## config.mk

```make
export PLATFORM = sky130hd
export DESIGN_NAME = core_seq
export DESIGN_NICKNAME = d
export VERILOG_FILES = /design/src/rtl/core_seq.sv
export SDC_FILE = /design/constraint.sdc
export NUM_CORES = 1
export LEC_CHECK = 0
export BUFFER_PORTS_ARGS = -buffer_cell sky130_fd_sc_hd__buf_4
export CAP_MARGIN = 0
export CORE_MARGIN = 2
export CORE_UTILIZATION = 30
export CTS_BUF_LIST = sky130_fd_sc_hd__clkbuf_4
export DETAILED_ROUTE_END_ITERATION = 8
export GPL_TIMING_DRIVEN = 0
export HOLD_SLACK_MARGIN = 0.15
export SYNTH_ARGS = -nofsm -noshare
export SYNTH_HDL_FRONTEND = slang
export SYNTH_SLANG_ARGS = --single-unit
export TNS_END_PERCENT = 5
```

## constraint.sdc

```tcl
create_clock -name clk -period 1.7 [get_ports clk]
set_input_delay 0.085 -clock clk [delete_from_list [all_inputs] [get_ports clk]]
set_output_delay 0.085 -clock clk [all_outputs]
set_load 0.02 [all_outputs]
```

## src/rtl/core_seq.sv

```systemverilog
// ---------------------------------------------------------------------------
// core_seq : multi-cycle instruction sequencer for the rvseed datapath.
//
// Each instruction walks FETCH -> EXEC -> (MEM) -> WB over handshaked
// instruction and data buses. The block latches the fetched instruction and
// the load data, drives the pc_reg advance pulse, qualifies the register-file
// write, and counts retired instructions. A bus that withholds its grant for
// more than TIMEOUT_CYCLES cycles parks the core in a terminal error state.
//
// Ports:
//   clk, rst_n              clock, asynchronous active-low reset
//   run_en                  core may run; stops at the next instruction boundary
//   curr_pc                 current PC from pc_reg
//   is_load, is_store       decode of the current instruction (store wins if both)
//   alu_res, reg2_rdata     effective address / store data for MEM
//   ibus_req/addr/gnt/rdata instruction fetch bus (rdata valid with gnt)
//   dbus_req/we/addr/wdata/gnt/rdata  data bus (rdata valid with gnt)
//   inst, load_data         latched instruction and load data
//   pc_ena, reg_wen_gate    one-cycle pulses during WB
//   busy                    state is neither IDLE nor ERR
//   bus_err                 sticky grant-timeout error
//   retire_cnt              retired instruction count (wraps)
// ---------------------------------------------------------------------------
module core_seq #(
  parameter int CPU_WIDTH      = 32,
  parameter int TIMEOUT_CYCLES = 255,
  parameter int TO_WIDTH       = 8
) (
  input  logic                 clk,
  input  logic                 rst_n,
  input  logic                 run_en,
  input  logic [CPU_WIDTH-1:0] curr_pc,
  input  logic                 is_load,
  input  logic                 is_store,
  input  logic [CPU_WIDTH-1:0] alu_res,
  input  logic [CPU_WIDTH-1:0] reg2_rdata,
  output logic                 ibus_req,
  output logic [CPU_WIDTH-1:0] ibus_addr,
  input  logic                 ibus_gnt,
  input  logic [CPU_WIDTH-1:0] ibus_rdata,
  output logic                 dbus_req,
  output logic                 dbus_we,
  output logic [CPU_WIDTH-1:0] dbus_addr,
  output logic [CPU_WIDTH-1:0] dbus_wdata,
  input  logic                 dbus_gnt,
  input  logic [CPU_WIDTH-1:0] dbus_rdata,
  output logic [CPU_WIDTH-1:0] inst,
  output logic [CPU_WIDTH-1:0] load_data,
  output logic                 pc_ena,
  output logic                 reg_wen_gate,
  output logic                 busy,
  output logic                 bus_err,
  output logic [31:0]          retire_cnt
);

  typedef enum logic [2:0] {
    S_IDLE  = 3'd0,
    S_FETCH = 3'd1,
    S_EXEC  = 3'd2,
    S_MEM   = 3'd3,
    S_WB    = 3'd4,
    S_ERR   = 3'd5
  } state_t;

  localparam logic [TO_WIDTH-1:0] TO_LIMIT = TO_WIDTH'(TIMEOUT_CYCLES);
  localparam logic [TO_WIDTH-1:0] TO_MAX   = {TO_WIDTH{1'b1}};
  localparam logic [TO_WIDTH-1:0] TO_ZERO  = {TO_WIDTH{1'b0}};
  localparam logic [TO_WIDTH-1:0] TO_ONE   = {{(TO_WIDTH-1){1'b0}}, 1'b1};
  localparam logic                TO_EN    = (TIMEOUT_CYCLES != 0);

  state_t               r_state;
  state_t               w_state_nxt;
  logic [TO_WIDTH-1:0]  r_to_cnt;
  logic                 w_to_expired;
  logic                 w_waiting;
  logic                 w_fetch_first;

  logic                 r_ibus_req;
  logic [CPU_WIDTH-1:0] r_ibus_addr;
  logic                 r_dbus_req;
  logic                 r_dbus_we;
  logic [CPU_WIDTH-1:0] r_dbus_addr;
  logic [CPU_WIDTH-1:0] r_dbus_wdata;
  logic [CPU_WIDTH-1:0] r_inst;
  logic [CPU_WIDTH-1:0] r_load_data;
  logic                 r_pc_ena;
  logic                 r_reg_wen_gate;
  logic                 r_busy;
  logic                 r_bus_err;
  logic [31:0]          r_retire_cnt;

  assign w_to_expired  = TO_EN && (r_to_cnt == TO_LIMIT);
  assign w_waiting     = ((r_state == S_FETCH) && !ibus_gnt) ||
                         ((r_state == S_MEM)   && !dbus_gnt);
  // The counter is cleared on every state entry, so zero marks the first
  // FETCH cycle: the only cycle in which pc_reg may just have advanced.
  assign w_fetch_first = (r_state == S_FETCH) && (r_to_cnt == TO_ZERO);

  // Next-state decode; a grant beats a timeout that expires in the same cycle.
  always_comb begin
    w_state_nxt = r_state;
    case (r_state)
      S_IDLE: begin
        if (run_en) begin
          w_state_nxt = S_FETCH;
        end else begin
          w_state_nxt = S_IDLE;
        end
      end
      S_FETCH: begin
        if (ibus_gnt) begin
          w_state_nxt = S_EXEC;
        end else if (w_to_expired) begin
          w_state_nxt = S_ERR;
        end else begin
          w_state_nxt = S_FETCH;
        end
      end
      S_EXEC: begin
        if (is_load || is_store) begin
          w_state_nxt = S_MEM;
        end else begin
          w_state_nxt = S_WB;
        end
      end
      S_MEM: begin
        if (dbus_gnt) begin
          w_state_nxt = S_WB;
        end else if (w_to_expired) begin
          w_state_nxt = S_ERR;
        end else begin
          w_state_nxt = S_MEM;
        end
      end
      S_WB: begin
        if (run_en) begin
          w_state_nxt = S_FETCH;
        end else begin
          w_state_nxt = S_IDLE;
        end
      end
      S_ERR:   w_state_nxt = S_ERR;
      default: w_state_nxt = S_ERR;
    endcase
  end

  // Sequencer state, registered control outputs and datapath latches.
  always_ff @(posedge clk or negedge rst_n) begin
    if (!rst_n) begin
      r_state        <= S_IDLE;
      r_to_cnt       <= TO_ZERO;
      r_ibus_req     <= 1'b0;
      r_ibus_addr    <= {CPU_WIDTH{1'b0}};
      r_dbus_req     <= 1'b0;
      r_dbus_we      <= 1'b0;
      r_dbus_addr    <= {CPU_WIDTH{1'b0}};
      r_dbus_wdata   <= {CPU_WIDTH{1'b0}};
      r_inst         <= {CPU_WIDTH{1'b0}};
      r_load_data    <= {CPU_WIDTH{1'b0}};
      r_pc_ena       <= 1'b0;
      r_reg_wen_gate <= 1'b0;
      r_busy         <= 1'b0;
      r_bus_err      <= 1'b0;
      r_retire_cnt   <= 32'd0;
    end else begin
      r_state        <= w_state_nxt;
      // Control outputs are registered images of the next state.
      r_ibus_req     <= (w_state_nxt == S_FETCH);
      r_dbus_req     <= (w_state_nxt == S_MEM);
      r_pc_ena       <= (w_state_nxt == S_WB);
      r_reg_wen_gate <= (w_state_nxt == S_WB);
      r_busy         <= (w_state_nxt != S_IDLE) && (w_state_nxt != S_ERR);
      r_bus_err      <= (w_state_nxt == S_ERR);

      if (w_state_nxt != r_state) begin
        r_to_cnt <= TO_ZERO;
      end else if (w_waiting && (r_to_cnt != TO_MAX)) begin
        r_to_cnt <= r_to_cnt + TO_ONE;
      end else begin
        r_to_cnt <= r_to_cnt;
      end

      case (r_state)
        S_IDLE: begin
          if (run_en) begin
            r_ibus_addr <= curr_pc;
          end
        end
        S_FETCH: begin
          if (w_fetch_first) begin
            r_ibus_addr <= curr_pc;
          end
          if (ibus_gnt) begin
            r_inst <= ibus_rdata;
          end
        end
        S_EXEC: begin
          if (is_load || is_store) begin
            r_dbus_addr  <= alu_res;
            r_dbus_wdata <= reg2_rdata;
            r_dbus_we    <= is_store;
          end
        end
        S_MEM: begin
          if (dbus_gnt) begin
            r_load_data <= dbus_rdata;
          end
        end
        S_WB: begin
          r_retire_cnt <= r_retire_cnt + 32'd1;
        end
        default: begin
          r_retire_cnt <= r_retire_cnt;
        end
      endcase
    end
  end

  // In the first FETCH cycle after WB, pc_reg has only just advanced, so the
  // live PC is forwarded until the latched copy catches up one cycle later.
  assign ibus_addr    = w_fetch_first ? curr_pc : r_ibus_addr;
  assign ibus_req     = r_ibus_req;
  assign dbus_req     = r_dbus_req;
  assign dbus_we      = r_dbus_we;
  assign dbus_addr    = r_dbus_addr;
  assign dbus_wdata   = r_dbus_wdata;
  assign inst         = r_inst;
  assign load_data    = r_load_data;
  assign pc_ena       = r_pc_ena;
  assign reg_wen_gate = r_reg_wen_gate;
  assign busy         = r_busy;
  assign bus_err      = r_bus_err;
  assign retire_cnt   = r_retire_cnt;

endmodule

```

==> key figures, run 1 <==
Die
  • Initial Util: 30.54%
  • Die W: 174.9 µm
  • Io pins: 366
  • Die height: 174.9 µm
  • Row cnt: 62

Placement
  • Post-DP HPWL: 17430 µm
  • Buffers on Ports: 365
  • DP Area: 12020 µm²
  • RD Place Congestion: 0.7510
  • Placed Cells: 1362

Synthesis
  • Post-Syn Area: 8765 µm²
  • Post-synth ARST share: 100.0%
  • Dominant synthesized flop cell: dfrtp_1
  • Register bit total from synthesis: 209
  • Syn Inst Count: 612
  • Synth warn: 0
  • Mapped Avg Cell Area: 14.32 µm²
  • Sequential share of the synthesized area: 59.67%
  • Number of synthesized flops with an enable pin: 0
  • Syn nets: 782
  • Unique cell type count in the Yosys netlist: 47

CTS
  • Clock Sinks: 209
  • Hold_buf cts: 297
  • Max clock buf depth: 3
  • Post-CTS Setup Bufs: 8
  • Clk root buf: clkbuf_4
  • Post-CTS Resized: 75
  • H-tree levels: 2
  • TritonCTS Buffers: 60

Status
  • Error msg: [ERROR RSZ-0060] Max buffer count reached.
  • Last step reached: clock tree synthesis
  • Status: stopped before the end
[through the flow]
stage          hold slack, ps  worst slack [ps]  TNS [ps]
3_5_place_dp            193.0            -531.7    -72480
3_3_place_gp            314.7             -1327   -305830
2_1_floorplan          -210.6            -88.31     -5338
[kinds of logic after synthesis]
kind of cell             count (synthesis)  synth area share (%)
flip-flops                             209                 59.67
multiplexers                           193                 24.80
AND/OR/NAND/NOR                        113                 7.780
buffers and inverters                   33                 1.984
XOR/XNOR                                31                 3.098
AO/OA/AOI/OAI                           30                 2.241
adder cells (fa/ha/maj)                  3                0.4283
[cell usage after synthesis (3+ instances only)]
cell | count | area [µm²]
dfrtp_1 | 209 | 5230
mux2_2 | 191 | 2151
buf_2 | 16 | 80.08
nand3_1 | 16 | 80.08
xor2_1 | 16 | 140.1
nand2_1 | 15 | 56.30
xnor2_1 | 15 | 131.4
nand4_1 | 12 | 75.07
nor4_1 | 12 | 75.07
a21oi_1 | 10 | 50.05
nor2_1 | 10 | 37.54
buf_4 | 8 | 60.06
o21ai_0 | 7 | 35.03
and2_1 | 6 | 37.54
inv_1 | 6 | 22.52
nor3_1 | 6 | 30.03
and3_1 | 5 | 31.28
nand2b_1 | 4 | 25.02
nor2b_1 | 4 | 25.02
or3_1 | 4 | 25.02
and4_1 | 3 | 26.28
clkbuf_1 | 3 | 11.26
ha_1 | 3 | 37.54
nor3b_1 | 3 | 22.52
==> run 2, diff against run 1 <==
--- a/config.mk
+++ b/config.mk
@@ -8,11 +8,10 @@
 export BUFFER_PORTS_ARGS = -buffer_cell sky130_fd_sc_hd__buf_4
 export CAP_MARGIN = 0
 export CORE_MARGIN = 2
-export CORE_UTILIZATION = 30
-export CTS_BUF_LIST = sky130_fd_sc_hd__clkbuf_4
+export CORE_UTILIZATION = 20
 export DETAILED_ROUTE_END_ITERATION = 8
 export GPL_TIMING_DRIVEN = 0
-export HOLD_SLACK_MARGIN = 0.15
+export PLACE_DENSITY_LB_ADDON = 0.15
 export SYNTH_ARGS = -nofsm -noshare
 export SYNTH_HDL_FRONTEND = slang
 export SYNTH_SLANG_ARGS = --single-unit
==> constraint.sdc (replaced) <==
create_clock -name clk -period 2.2 [get_ports clk]
set_input_delay 0.11 -clock clk [delete_from_list [all_inputs] [get_ports clk]]
set_output_delay 0.11 -clock clk [all_outputs]
set_load 0.02 [all_outputs]
==> key figures, run 2 <==
Placement
  • Buffers on Ports: 365 (unchanged)
  • RD Place Congestion: 0.7090 (-5.6%)
  • Placed Cells: 1564 (+15%)
  • Post-DP HPWL: 19580 µm (+12%)
  • DP Area: 12300 µm² (+2.3%)

Synthesis
  • Sequential share of the synthesized area: 59.67% (unchanged)
  • Syn nets: 782 (unchanged)
  • Post-synth top cells: dfrtp_1, mux2_2, buf_2, nand3_1, xor2_1
  • Unique cell type count in the Yosys netlist: 47 (unchanged)
  • Syn Inst Count: 612 (unchanged)
  • Dominant synthesized flop cell: dfrtp_1
  • Dominant cell type by area after synthesis: dfrtp_1
  • Synth top area share: 59.67% (unchanged)
  • Top-count cell post-synth: dfrtp_1
  • Post-synth ARST share: 100.0% (unchanged)
  • Synth warn: 0 (unchanged)
  • Number of synthesized flops with an enable pin: 0 (unchanged)
  • Ranking of synthesized cells by area: dfrtp_1, mux2_2, xor2_1
  • Post-Syn Area: 8765 µm² (unchanged)
  • Register bit total from synthesis: 209 (unchanged)
  • Mapped Avg Cell Area: 14.32 µm² (unchanged)

Detailed routing
  • First-pass DRT Iterations: 4
  • DRC viols: 0
  • Final ANT Viol Nets: 0
  • Drt first-iter violations: 252
  • Vias per cell: 3.976
  • Via count: 7102
  • Drt total wl: 27800 µm
  • Mean routed wirelength per cell: 15.57 µm

Layout
  • Commonest non-fill, non-tap cell in the layout: buf_4
  • Most frequent cells in the layout: buf_4, dfrtp_1, mux2_2, dlygate4sd3_1, buf_6
  • Area growth, synth to finish: 72.89%
  • Ratio of cells with drive above 1 in the final layout: 53.58%
  • Post-Layout Cell Count: 1786
  • Fill cells: 4392
  • Multi-input logic area: 3386 µm²
  • Finished Cell Area: 15150 µm²
  • Reg area: 5234 µm²
  • Final nets: 1352

CTS
  • TritonCTS clock tree: built
  • Clock Sinks: 209 (unchanged)
  • Clk root buf: clkbuf_16
  • Worst-Skew Late Latency: 570 ps
  • Worst-path clk slew: 60 ps
  • H-tree levels: 1 (-1)
  • TritonCTS Buffers: 28 (-53%)
  • Max clock buf depth: 3 (unchanged)

Power
  • Cell Pwr Density: 1401 nW/µm²
  • IR drop worst, VDD: 0.8475 mV
  • Total power draw: 21.22 mW
  • Cell leakage power: 6.934 nW

Die
  • Row cnt: 76 (+23%)
  • Io pins: 366 (unchanged)
  • Die area: 45510 µm²
  • Core Box Area: 43170 µm²
  • Die W: 213.3 µm (+22%)
  • Initial Util: 20.30% (-10 points)
  • Die height: 213.3 µm (+22%)

GRT
  • Initial antenna violation count: 3
  • Global-route wire length before repair: 43390 µm
  • Overflow left after global routing: 0
  • Vias in the first global route: 7712
  • Largest net degree at the start of global routing: 100
  • All-layer global routing usage: 12.04%

Worst setup path
  • CP Launch Type: flop
  • Crit Path Category: reg2out
  • Most frequent CP cell: buf_6
  • WP data required: 2090 ps
  • CP Capture Type: output pin
  • Crit Path Max Fanout: 10
  • Crit path arrival time: 2250 ps
  • Worst-path cell chain: buf_6, nand2b_1, nor2_1, nand4_1, buf_6, buf_8, mux2_2, buf_6
  • Slowest cell on the critical path: dfrtp_1
  • Slowest stage delay, CP: 380 ps

STA
  • Worst slew pin tran: 700.9 ps
  • Final min period: 2363 ps
  • Hold Vio Cnt, Final: 0
  • Layout Skew: 29.82 ps
  • Final Max Tran Viols: 0
  • Relative slew slack: 53.18%
  • Final setup vio count: 32
  • Max frequency: 423.2 MHz
  • Final worst setup slack: -163.0 ps
  • Setup tns final: -4664 ps
  • Tcrit/Tclk final: 107.4%
  • Unrepaired setup endpoints after global routing: yes

Hold path
  • Worst Hold Class: in2async

Status
  • Status: finished, violations left
  • Failing checks: setup timing

Job
  • Max cap viols: 0
==> run 2: cell counts after synthesis <==
No cell type changed its count.
==> run 2: cells by family (layout without fill, tap and decap cells) <==
group                      Yosys count  in the layout  share of synthesized area [%]
xor gates and xnor gates            31             31                          3.098
buffers and inverters               33            621                          1.984
muxes                              193            193                          24.80
other                                0              1                              0
DFF                                209            209                          59.67
adders and majority gates            3              3                         0.4283
and+or+nand+nor                    113            113                          7.780
AOI/OAI and AO/OA                   30             30                          2.241
==> run 2: cell type report <==
cell class	instances	share of cell area, %
flip-flops and latches	209	34.54
diodes	1	0.01651
clock inverters	3	0.4294
repair buffers	540	30.81
multi-input cells	370	22.34
plain buffers	27	1.379
inverters	6	0.1486
well taps	585	4.830
clock buffers	45	5.507
==> run 2: what timing repair did <==
item,CTS,global route
setup buffers,7,0
endpoints found under the hold margin,371,0
gates resized for setup,43,16
hold buffers,165,0
setup endpoints to repair,64,132
pin swaps,3,1
gates cloned,1,0
==> run 2: critical path, delay by kind of cell (launching register included) <==
family / cells / cell delay, ps
muxes: 1 / 290
and+or+nand+nor: 3 / 410
buffers and inverters: 4 / 590
DFF: 1 / 380
==> run 2: path summary, 6_finish.rpt <==
path | cells after the start | startpoint | slack, ps | end
max in group asynchronous | 3 | rst_n | 1510 | r_state[1]
min in group clk | 4 | ibus_gnt | 110 | r_to_cnt[5]
max reg2reg | 6 | r_state[1] | 100 | retire_cnt[23]
min reg2reg | 1 | retire_cnt[31] | 480 | retire_cnt[31]
min | 3 | rst_n | 110 | load_data[4]
max | 8 | r_state[2] | -160 | ibus_addr[26]
==> run 2: stage by stage <==
stage	utilization (%)	worst slack [ps]	hold WS, ps
final	35.10	-163.0	105.0
after global routing	35.10	-286.0	98.68
after CTS	34.96	-205.9	58.16
after detailed placement	28.49	-301.1	3.369
after global placement	28.34	-876.5	342.6
after floorplan	-	380.1	-185.6
==> run 2: report_power, final <==
part / switching (mW) / leakage, nW / internal, mW
logic: 4.97 / 3.93 / 5.45
clock network: 1.75 / 0.437 / 2.69
registers: 0.870 / 2.57 / 5.49
==> run 2: metal layers <==
layer	part of all wire [%]	GRT usage (%)
met1	41	14.58
met3	8.7	4.643
met2	49	20.23
met5	0.083	0
met4	1.9	2.730
Note: power is estimated with default switching activity, not from simulation.
